## src/rtl/branch_resolve_pipe_pkg.sv

```systemverilog
// Shared definitions for the branch resolution pipe: op codes, S1 control payload, sign-extend helper.
package br_pkg;

  typedef logic [2:0] br_op_t;

  localparam br_op_t BR_EQZ = 3'd0;
  localparam br_op_t BR_NEZ = 3'd1;
  localparam br_op_t BR_LTZ = 3'd2;
  localparam br_op_t BR_GEZ = 3'd3;
  localparam br_op_t BR_JMP = 3'd4;
  localparam br_op_t BR_JR  = 3'd5;

  // Width-independent part of the S1 payload; the wide fields live in the top.
  typedef struct packed {
    br_op_t op;
    logic   pred_tkn;
  } br_s1_ctl_t;

  // Sign-extend the low w bits of v to 32 bits; callers truncate to their width.
  function automatic logic [31:0] sext(input logic [31:0] v, input int unsigned w);
    logic [31:0] r;
    r = v;
    for (int unsigned i = 0; i < 32; i++)
      if (i >= w) r[i] = v[w-1];
    return r;
  endfunction

endpackage

```

## src/rtl/branch_resolve_pipe_if.sv

```systemverilog
// Request/result handshake bundle for branch_resolve_pipe.
interface branch_resolve_pipe_if #(
  parameter int unsigned WIDTH = 16,
  parameter int unsigned IMM_W = 11
);
  import br_pkg::*;

  logic             in_valid;
  logic             in_ready;
  br_op_t           in_op;
  logic [WIDTH-1:0] in_rs;
  logic [WIDTH-1:0] in_pc;
  logic [IMM_W-1:0] in_imm;
  logic             in_pred_tkn;
  logic [WIDTH-1:0] in_pred_tgt;
  logic             out_valid;
  logic             out_ready;
  logic             out_taken;
  logic [WIDTH-1:0] out_tgt;
  logic             out_mispred;
  logic             out_err;

  modport master (
    output in_valid, in_op, in_rs, in_pc, in_imm, in_pred_tkn, in_pred_tgt, out_ready,
    input  in_ready, out_valid, out_taken, out_tgt, out_mispred, out_err
  );

  modport slave (
    input  in_valid, in_op, in_rs, in_pc, in_imm, in_pred_tkn, in_pred_tgt, out_ready,
    output in_ready, out_valid, out_taken, out_tgt, out_mispred, out_err
  );
endinterface

```

## src/rtl/branch_resolve_pipe_stage.sv

```systemverilog
// Generic elastic register stage: valid/ready, flush, async active-low reset.
module br_pipe_stage #(
  parameter int unsigned W = 8
) (
  input  logic         clk,
  input  logic         rst_n,
  input  logic         flush,
  input  logic         in_valid,
  output logic         in_ready,
  input  logic [W-1:0] in_data,
  output logic         out_valid,
  input  logic         out_ready,
  output logic [W-1:0] out_data
);

  assign in_ready = !out_valid || out_ready;

  always_ff @(posedge clk or negedge rst_n) begin
    if (!rst_n) begin
      out_valid <= 1'b0;
      out_data  <= '0;
    end else if (flush) begin
      out_valid <= 1'b0;
    end else if (in_ready) begin
      out_valid <= in_valid;
      if (in_valid) out_data <= in_data;
    end
  end

endmodule

```

## src/rtl/branch_resolve_pipe.sv

```systemverilog
// Two-stage pipelined branch/jump resolution unit.
// Optional BRANCH_STATS_EN adds saturating branch/taken/mispredict counters.
module branch_resolve_pipe
  import br_pkg::*;
#(
  parameter int unsigned WIDTH       = 16,
  parameter int unsigned IMM_W       = 11,
  parameter int unsigned INSTR_BYTES = 2,
  parameter int unsigned STAT_W      = 16
) (
  input  logic               clk,
  input  logic               rst_n,
  input  logic               flush,
  branch_resolve_pipe_if.slave bus
`ifdef BRANCH_STATS_EN
  ,
  input  logic               stat_clr,
  output logic [STAT_W-1:0]  stat_br,
  output logic [STAT_W-1:0]  stat_tkn,
  output logic [STAT_W-1:0]  stat_mis
`endif
);

  typedef struct packed {
    br_s1_ctl_t       ctl;
    logic [WIDTH-1:0] rs;
    logic [WIDTH-1:0] pc;
    logic [WIDTH-1:0] pred_tgt;
    logic [IMM_W-1:0] imm;
  } s1_t;

  typedef struct packed {
    logic             taken;
    logic             mispred;
    logic             err;
    logic [WIDTH-1:0] tgt;
  } s2_t;

  s1_t              s1_in, s1_q;
  s2_t              s2_in, s2_q;
  logic             s1_v, s2_ready;
  logic [WIDTH-1:0] imm_x, fall;

  always_comb begin
    s1_in.ctl.op       = bus.in_op;
    s1_in.ctl.pred_tkn = bus.in_pred_tkn;
    s1_in.rs           = bus.in_rs;
    s1_in.pc           = bus.in_pc;
    s1_in.pred_tgt     = bus.in_pred_tgt;
    s1_in.imm          = bus.in_imm;
  end

  br_pipe_stage #(.W($bits(s1_t))) u_s1 (
    .clk       (clk),
    .rst_n     (rst_n),
    .flush     (flush),
    .in_valid  (bus.in_valid),
    .in_ready  (bus.in_ready),
    .in_data   (s1_in),
    .out_valid (s1_v),
    .out_ready (s2_ready),
    .out_data  (s1_q)
  );

  always_comb begin
    imm_x = WIDTH'(sext(32'(s1_q.imm), IMM_W));
    fall  = s1_q.pc + WIDTH'(INSTR_BYTES);
    s2_in = '0;
    s2_in.tgt = s1_q.pc + imm_x;
    case (s1_q.ctl.op)
      BR_EQZ:  s2_in.taken = (s1_q.rs == '0);
      BR_NEZ:  s2_in.taken = (s1_q.rs != '0);
      BR_LTZ:  s2_in.taken = s1_q.rs[WIDTH-1];
      BR_GEZ:  s2_in.taken = !s1_q.rs[WIDTH-1];
      BR_JMP:  s2_in.taken = 1'b1;
      BR_JR: begin
        s2_in.taken = 1'b1;
        s2_in.tgt   = s1_q.rs + imm_x;
      end
      default: s2_in.err = 1'b1;
    endcase
    if (!s2_in.taken) s2_in.tgt = fall;
    s2_in.mispred = !s2_in.err &&
                    ((s2_in.taken != s1_q.ctl.pred_tkn) ||
                     (s2_in.taken && s1_q.ctl.pred_tkn && (s2_in.tgt != s1_q.pred_tgt)));
  end

  br_pipe_stage #(.W($bits(s2_t))) u_s2 (
    .clk       (clk),
    .rst_n     (rst_n),
    .flush     (flush),
    .in_valid  (s1_v),
    .in_ready  (s2_ready),
    .in_data   (s2_in),
    .out_valid (bus.out_valid),
    .out_ready (bus.out_ready),
    .out_data  (s2_q)
  );

  assign bus.out_taken   = s2_q.taken;
  assign bus.out_mispred = s2_q.mispred;
  assign bus.out_err     = s2_q.err;
  assign bus.out_tgt     = s2_q.tgt;

`ifdef BRANCH_STATS_EN
  logic hs;
  // A result leaving in a flush cycle belongs to the killed stream and is not counted.
  assign hs = bus.out_valid && bus.out_ready && !flush;

  always_ff @(posedge clk or negedge rst_n) begin
    if (!rst_n) begin
      stat_br  <= '0;
      stat_tkn <= '0;
      stat_mis <= '0;
    end else if (stat_clr) begin
      stat_br  <= '0;
      stat_tkn <= '0;
      stat_mis <= '0;
    end else if (hs) begin
      if (!s2_q.err && (stat_br != '1))  stat_br  <= stat_br + 1'b1;
      if (s2_q.taken && (stat_tkn != '1)) stat_tkn <= stat_tkn + 1'b1;
      if (s2_q.mispred && (stat_mis != '1)) stat_mis <= stat_mis + 1'b1;
    end
  end
`endif

endmodule

```

## src/flat_wrapper.sv

```systemverilog
// flat-port wrapper written by rule: the top's interface ports become plain ports
module branch_resolve_pipe_flat import br_pkg::*;
#(
  parameter int unsigned WIDTH       = 16,
  parameter int unsigned IMM_W       = 11,
  parameter int unsigned INSTR_BYTES = 2,
  parameter int unsigned STAT_W      = 16
)
  (clk, rst_n, flush, bus_in_valid, bus_in_op, bus_in_rs, bus_in_pc, bus_in_imm, bus_in_pred_tkn, bus_in_pred_tgt, bus_out_ready, bus_in_ready, bus_out_valid, bus_out_taken, bus_out_tgt, bus_out_mispred, bus_out_err);
  branch_resolve_pipe_if #(.WIDTH(WIDTH), .IMM_W(IMM_W)) bus_i ();
  input  logic clk;
  input  logic rst_n;
  input  logic flush;
  input wire logic [$bits(bus_i.in_valid)-1:0] bus_in_valid;
  input wire logic [$bits(bus_i.in_op)-1:0] bus_in_op;
  input wire logic [$bits(bus_i.in_rs)-1:0] bus_in_rs;
  input wire logic [$bits(bus_i.in_pc)-1:0] bus_in_pc;
  input wire logic [$bits(bus_i.in_imm)-1:0] bus_in_imm;
  input wire logic [$bits(bus_i.in_pred_tkn)-1:0] bus_in_pred_tkn;
  input wire logic [$bits(bus_i.in_pred_tgt)-1:0] bus_in_pred_tgt;
  input wire logic [$bits(bus_i.out_ready)-1:0] bus_out_ready;
  output wire logic [$bits(bus_i.in_ready)-1:0] bus_in_ready;
  output wire logic [$bits(bus_i.out_valid)-1:0] bus_out_valid;
  output wire logic [$bits(bus_i.out_taken)-1:0] bus_out_taken;
  output wire logic [$bits(bus_i.out_tgt)-1:0] bus_out_tgt;
  output wire logic [$bits(bus_i.out_mispred)-1:0] bus_out_mispred;
  output wire logic [$bits(bus_i.out_err)-1:0] bus_out_err;
  assign bus_i.in_valid = bus_in_valid;
  assign bus_i.in_op = bus_in_op;
  assign bus_i.in_rs = bus_in_rs;
  assign bus_i.in_pc = bus_in_pc;
  assign bus_i.in_imm = bus_in_imm;
  assign bus_i.in_pred_tkn = bus_in_pred_tkn;
  assign bus_i.in_pred_tgt = bus_in_pred_tgt;
  assign bus_i.out_ready = bus_out_ready;
  assign bus_in_ready = bus_i.in_ready;
  assign bus_out_valid = bus_i.out_valid;
  assign bus_out_taken = bus_i.out_taken;
  assign bus_out_tgt = bus_i.out_tgt;
  assign bus_out_mispred = bus_i.out_mispred;
  assign bus_out_err = bus_i.out_err;
  branch_resolve_pipe #(.WIDTH(WIDTH), .IMM_W(IMM_W), .INSTR_BYTES(INSTR_BYTES), .STAT_W(STAT_W)) u_core (.clk(clk), .rst_n(rst_n), .flush(flush), .bus(bus_i));
endmodule
```

## config.mk

```make
export PLATFORM = sky130hd
export DESIGN_NAME = branch_resolve_pipe_flat
export DESIGN_NICKNAME = d
export VERILOG_FILES = /design/src/rtl/branch_resolve_pipe_pkg.sv /design/src/rtl/branch_resolve_pipe_if.sv /design/src/rtl/branch_resolve_pipe_stage.sv /design/src/rtl/branch_resolve_pipe.sv /design/src/flat_wrapper.sv
export SDC_FILE = /design/constraint.sdc
export NUM_CORES = 1
export LEC_CHECK = 0
export CELL_PAD_IN_SITES_DETAIL_PLACEMENT = 2
export CELL_PAD_IN_SITES_GLOBAL_PLACEMENT = 2
export CORE_ASPECT_RATIO = 1.2
export CORE_UTILIZATION = 37
export DETAILED_ROUTE_END_ITERATION = 10
export GPL_ROUTABILITY_DRIVEN = 0
export PLACE_DENSITY = 0.95
export SYNTH_ARGS = -nofsm -noshare
export SYNTH_HDL_FRONTEND = slang
export SYNTH_SLANG_ARGS = --single-unit
```

## constraint.sdc

```tcl
create_clock -name clk -period 9.4 [get_ports clk]
set_input_delay 2.82 -clock clk [delete_from_list [all_inputs] [get_ports clk]]
set_output_delay 2.82 -clock clk [all_outputs]
set_load 0.01 [all_outputs]
```

After elaboration in Yosys (flattened, before gate mapping). Cells that the tools add are included.

$add $sub $neg: 3. Bitwise operators: 1. Eq/ne operators: 7. Reduce and logical (&&, ||, !) cells: 18. Muxes and demuxes: 8.

Operators with widths (count): $add A16 B16 Y16 (2); $mux W16 (2); $add A16 B2 Y16 const B (1); $logic_not A16 Y1 (1); $ne A16 B16 Y1 (1); $reduce_bool A16 Y1 (1); $eq A3 B2 Y1 const B (2); $eq A3 B3 Y1 const B (2); $reduce_and A3 Y1 (2); $reduce_or A6 Y1 (1); $mux W1 (5); $pmux W1 S5 (1); $reduce_bool A2 Y1 (2); $eq A3 B1 Y1 const B (1); $logic_and A1 B1 Y1 (3); $logic_not A1 Y1 (3); $logic_not A3 Y1 (1); $logic_or A1 B1 Y1 (3); $reduce_or A2 Y1 (1); $ne A1 B1 Y1 (1); $not A1 Y1 (1).

Flip-flop bits (word level): 84. Output and inout port bits: 21.

Longest topological paths before layout.
Depth in word-level cells: 8. Mapped depth: 16.

By module. A second synthesis with hierarchy kept.

Cell total of the unflattened synthesis: 468. Area, all modules: 5660.4 um^2.

By module, submodules not included: br_pipe_stage (u_core.u_s1) (cells each 139, area an instance 2705.1 um^2, times used 1); branch_resolve_pipe (cells each 283, area an instance 2134.5 um^2, times used 1); br_pipe_stage (u_core.u_s2) (cells each 46, area an instance 820.8 um^2, times used 1).

Worst setup path after synthesis. No wires, ideal clock.

Kind: input to output. Start point: input bus_out_ready. End point: output bus_in_ready. Path slack: 3.413 ns. Data arrival time: 3.167 ns. Path buffers: 0. Stages: 2. Cell sequence: nor2b_1 -> nand2_1.

Word-level cells in the longest chain between the ends: 2.

Ends and longest elaborated chain: from (decl) (line flat_wrapper.sv:21) `input wire logic [$bits(bus_i.out_ready)-1:0] bus_out_ready;`; $logic_or A1 B1 Y1 (2 in a row) (line branch_resolve_pipe_stage.sv:16) `assign in_ready = !out_valid || out_ready;`; to (decl) (line flat_wrapper.sv:22) `output wire logic [$bits(bus_i.in_ready)-1:0] bus_in_ready;`.

No other way between the ends.

Worst setup path after layout. Ends and elaborated chain as after synthesis.

==> metrics.cfg <==
[status]
status=finished, final reports clean

[global_routing]
grt_pass1_wl_um=24650
grt_pass1_vias=4481
grt_use_met2_pct=45.93
grt_usage_pct=24.15
use_met3_pct=4.205
grt_max_degree=85
grtUsageMet1_pct=26.28
antenna_found_initial=0
grt_remaining_overflow=0
grt.busiest_layer=met2

[critical_path]
cp_common_cell=clkdlybuf4s50_1
end_kind=output port
cp_slowest_cell=clkdlybuf4s50_1
max_stage_delay_ns=0.49
worstReg2RegStart=u_core.u_s1.out_data[54]
reg2reg_slack_ns=4.58
critPathLaunchType=input pin
arrival_ns=4.13
r2r_end=u_core.u_s2.out_data[17]
path_class=in2out
worstPathMaxFanout=5
r2r.worst_path.cells=13
required_ns=6.58
path_cells=clkdlybuf4s50_1, nor2b_1, nand2_1, clkdlybuf4s50_1

[timing]
slew_violations=0
hold_ws_ns=0.4818
final-hold-violation-count=0
finalCritPeriodShare_pct=73.96
fmax_mhz=143.8
maxSlewHeadroom_pct=29.99
clock_skew_ns=0.008127
rsz0062_at_grt=no
finalSetupTns_ns=0
min_period_ns=6.952
tightestPinTransition_ns=1.048
finalSetupViolCount=0

[cts]
clkTransAtPathRegs_ns=0.06
htree_levels=3
cts_tree=done
insertion_delay_ns=0.36
cts_resized=0
cts_inserted_buffers=9
clock-root-buffer=clkbuf_16
clockBufferDepth=2
cts_setup_buffers=0
cts_hold_buf=0
cts.sinks=84

[final_layout]
layout.nets=635
layout-drive-gt1-share_pct=18.73
area_growth_pct=26.66
antenna_cells=0
final_util_pct=48.80

[job]
cap_violations=0

[route]
viasPerCell=5.534
drtIter0Drc=125
route.detailed.drc=0
vias=3951
routed_wl_um=15590
drtPass1Iterations=4
wl_per_cell_um=21.84
drtAntennaViolNets=0

[floorplan]
rows=45
die_area_um2=13840
coreArea_um2=12840
fp.dieW_um=107.5
die_y_um=128.7
initial_utilization_pct=38.53
io_pins=89

[worst_hold_path]
hold_end=u_core.u_s2.out_data[1]
holdCritPathClass=reg2reg
min_from=u_core.u_s2.out_data[1]
hold_depth=2

[logic_synthesis]
syn_avg_cell_area_um2=10.68
synthesis.area_um2=4946
async_reset_ff_share_pct=100.0
syn_inst=463
ys_ff_latch=84
synth-main-ff-cell=dfrtp_1
synth_warnings=0
ys_seq_area_share_pct=42.50
synth_cell_types=54
syn_nets=553
synth_edf_count=0

[placement]
dp_hpwl_um=11880
port_buffers=88

[power]
irDropWorstVdd_mv=0.1084
powerDensity_nw_per_um2=244.6
total_leakage_power_nw=2.614

[registers in the layout (all words and copies together), names as in the netlist]
register / count
u_core.u_s2.out_valid: 1
u_core.u_s1.out_data: 63
u_core.u_s1.out_valid: 1
u_core.u_s2.out_data: 19
[through the flow]
step	power, mW	area (um^2)	setup WS, ns	cells
2_1_floorplan	0.9002	4946	3.413	463
3_3_place_gp	1.098	5962	2.537	698
4_1_cts	1.541	6265	2.432	714
5_1_grt	1.614	6265	2.344	714
6_report	1.532	6265	2.448	714
3_5_place_dp	1.161	5962	2.416	698
[layout make-up]
type                    count  area [um^2]
well taps                 164        205.2
inverters                  10        37.54
repair buffers             89        885.9
multi-input cells         351         2731
fillers                  1315         6573
clock buffers              11        252.7
flip-flops and latches     84         2102
clock inverters             5        50.05
[Yosys cell counts (all sizes together) (4+ instances only)]
cell type / n / share of area (%)
mux2: 79 / 18
xor2: 19 / 3.4
inv: 10 / 0.76
nor4: 5 / 0.76
nand4: 10 / 1.3
o21ai: 21 / 2.1
dfrtp: 84 / 42
nand3: 11 / 1.1
nand2: 41 / 3.1
a21oi: 32 / 3.2
xnor2: 27 / 4.8
a21o: 4 / 0.61
clkbuf: 10 / 0.76
buf: 8 / 0.76
nor2: 30 / 2.4
ha: 21 / 5.3
[placed cells by master, fill, tap and decap left out, drive strengths merged, types with 3 or more instances in the layout]
| master | count |
|---|---|
| o21ai | 21 |
| clkdlybuf4s50 | 87 |
| nand2 | 41 |
| a21o | 4 |
| xnor2 | 27 |
| nor2 | 30 |
| ha | 21 |
| nor3 | 3 |
| xor2 | 19 |
| inv | 10 |
| clkinv | 4 |
| nand4 | 10 |
| nand3 | 11 |
| nor4 | 5 |
| and2 | 3 |
| a21oi | 32 |
| clkbuf | 11 |
| dfrtp | 84 |
| mux2 | 79 |
[per-layer routing]
layer  vias up  share of wire, %
met5         -                 0
met4         0               2.2
met3        22               2.8
met2        80                55
met1      2033                40
li1       1816                 -
[cells by family (layout without fill, tap and decap cells)]
group           after synthesis  count (layout)  synth area share (%)
fa+ha+maj                    22              22                 5.717
compound gates               84              84                 10.85
buf+inv                      28             115                 2.277
xor+xnor                     48              48                 9.082
simple gates                117             117                 11.38
flops                        84              84                 42.50
mux                          80              80                 18.19
[critical path: cells and delay by family]
| family | cells | cell delay (ns) |
|---|---|---|
| buf+inv | 2 | 0.89 |
| simple gates | 2 | 0.42 |
[worst max path at each step]
stage | start | end | slack, ns | depth (start not counted)
3_5_place_dp | bus_out_ready | bus_in_ready | 2.42 | 4
6_report | bus_out_ready | bus_in_ready | 2.45 | 4
3_3_place_gp | bus_out_ready | bus_in_ready | 2.54 | 4
4_1_cts | bus_out_ready | bus_in_ready | 2.43 | 4
5_1_grt | bus_out_ready | bus_in_ready | 2.34 | 4
2_1_floorplan | bus_out_ready | bus_in_ready | 3.41 | 2
[where the power goes]
part,switching [mW],internal [mW],total (mW),leakage (nW)
logic,0.348,0.302,0.650,1.46
registers,0.0812,0.437,0.518,1.00
clock network,0.146,0.218,0.364,0.155
total,0.576,0.957,1.53,2.61
Power figures use the tool's default switching activity.
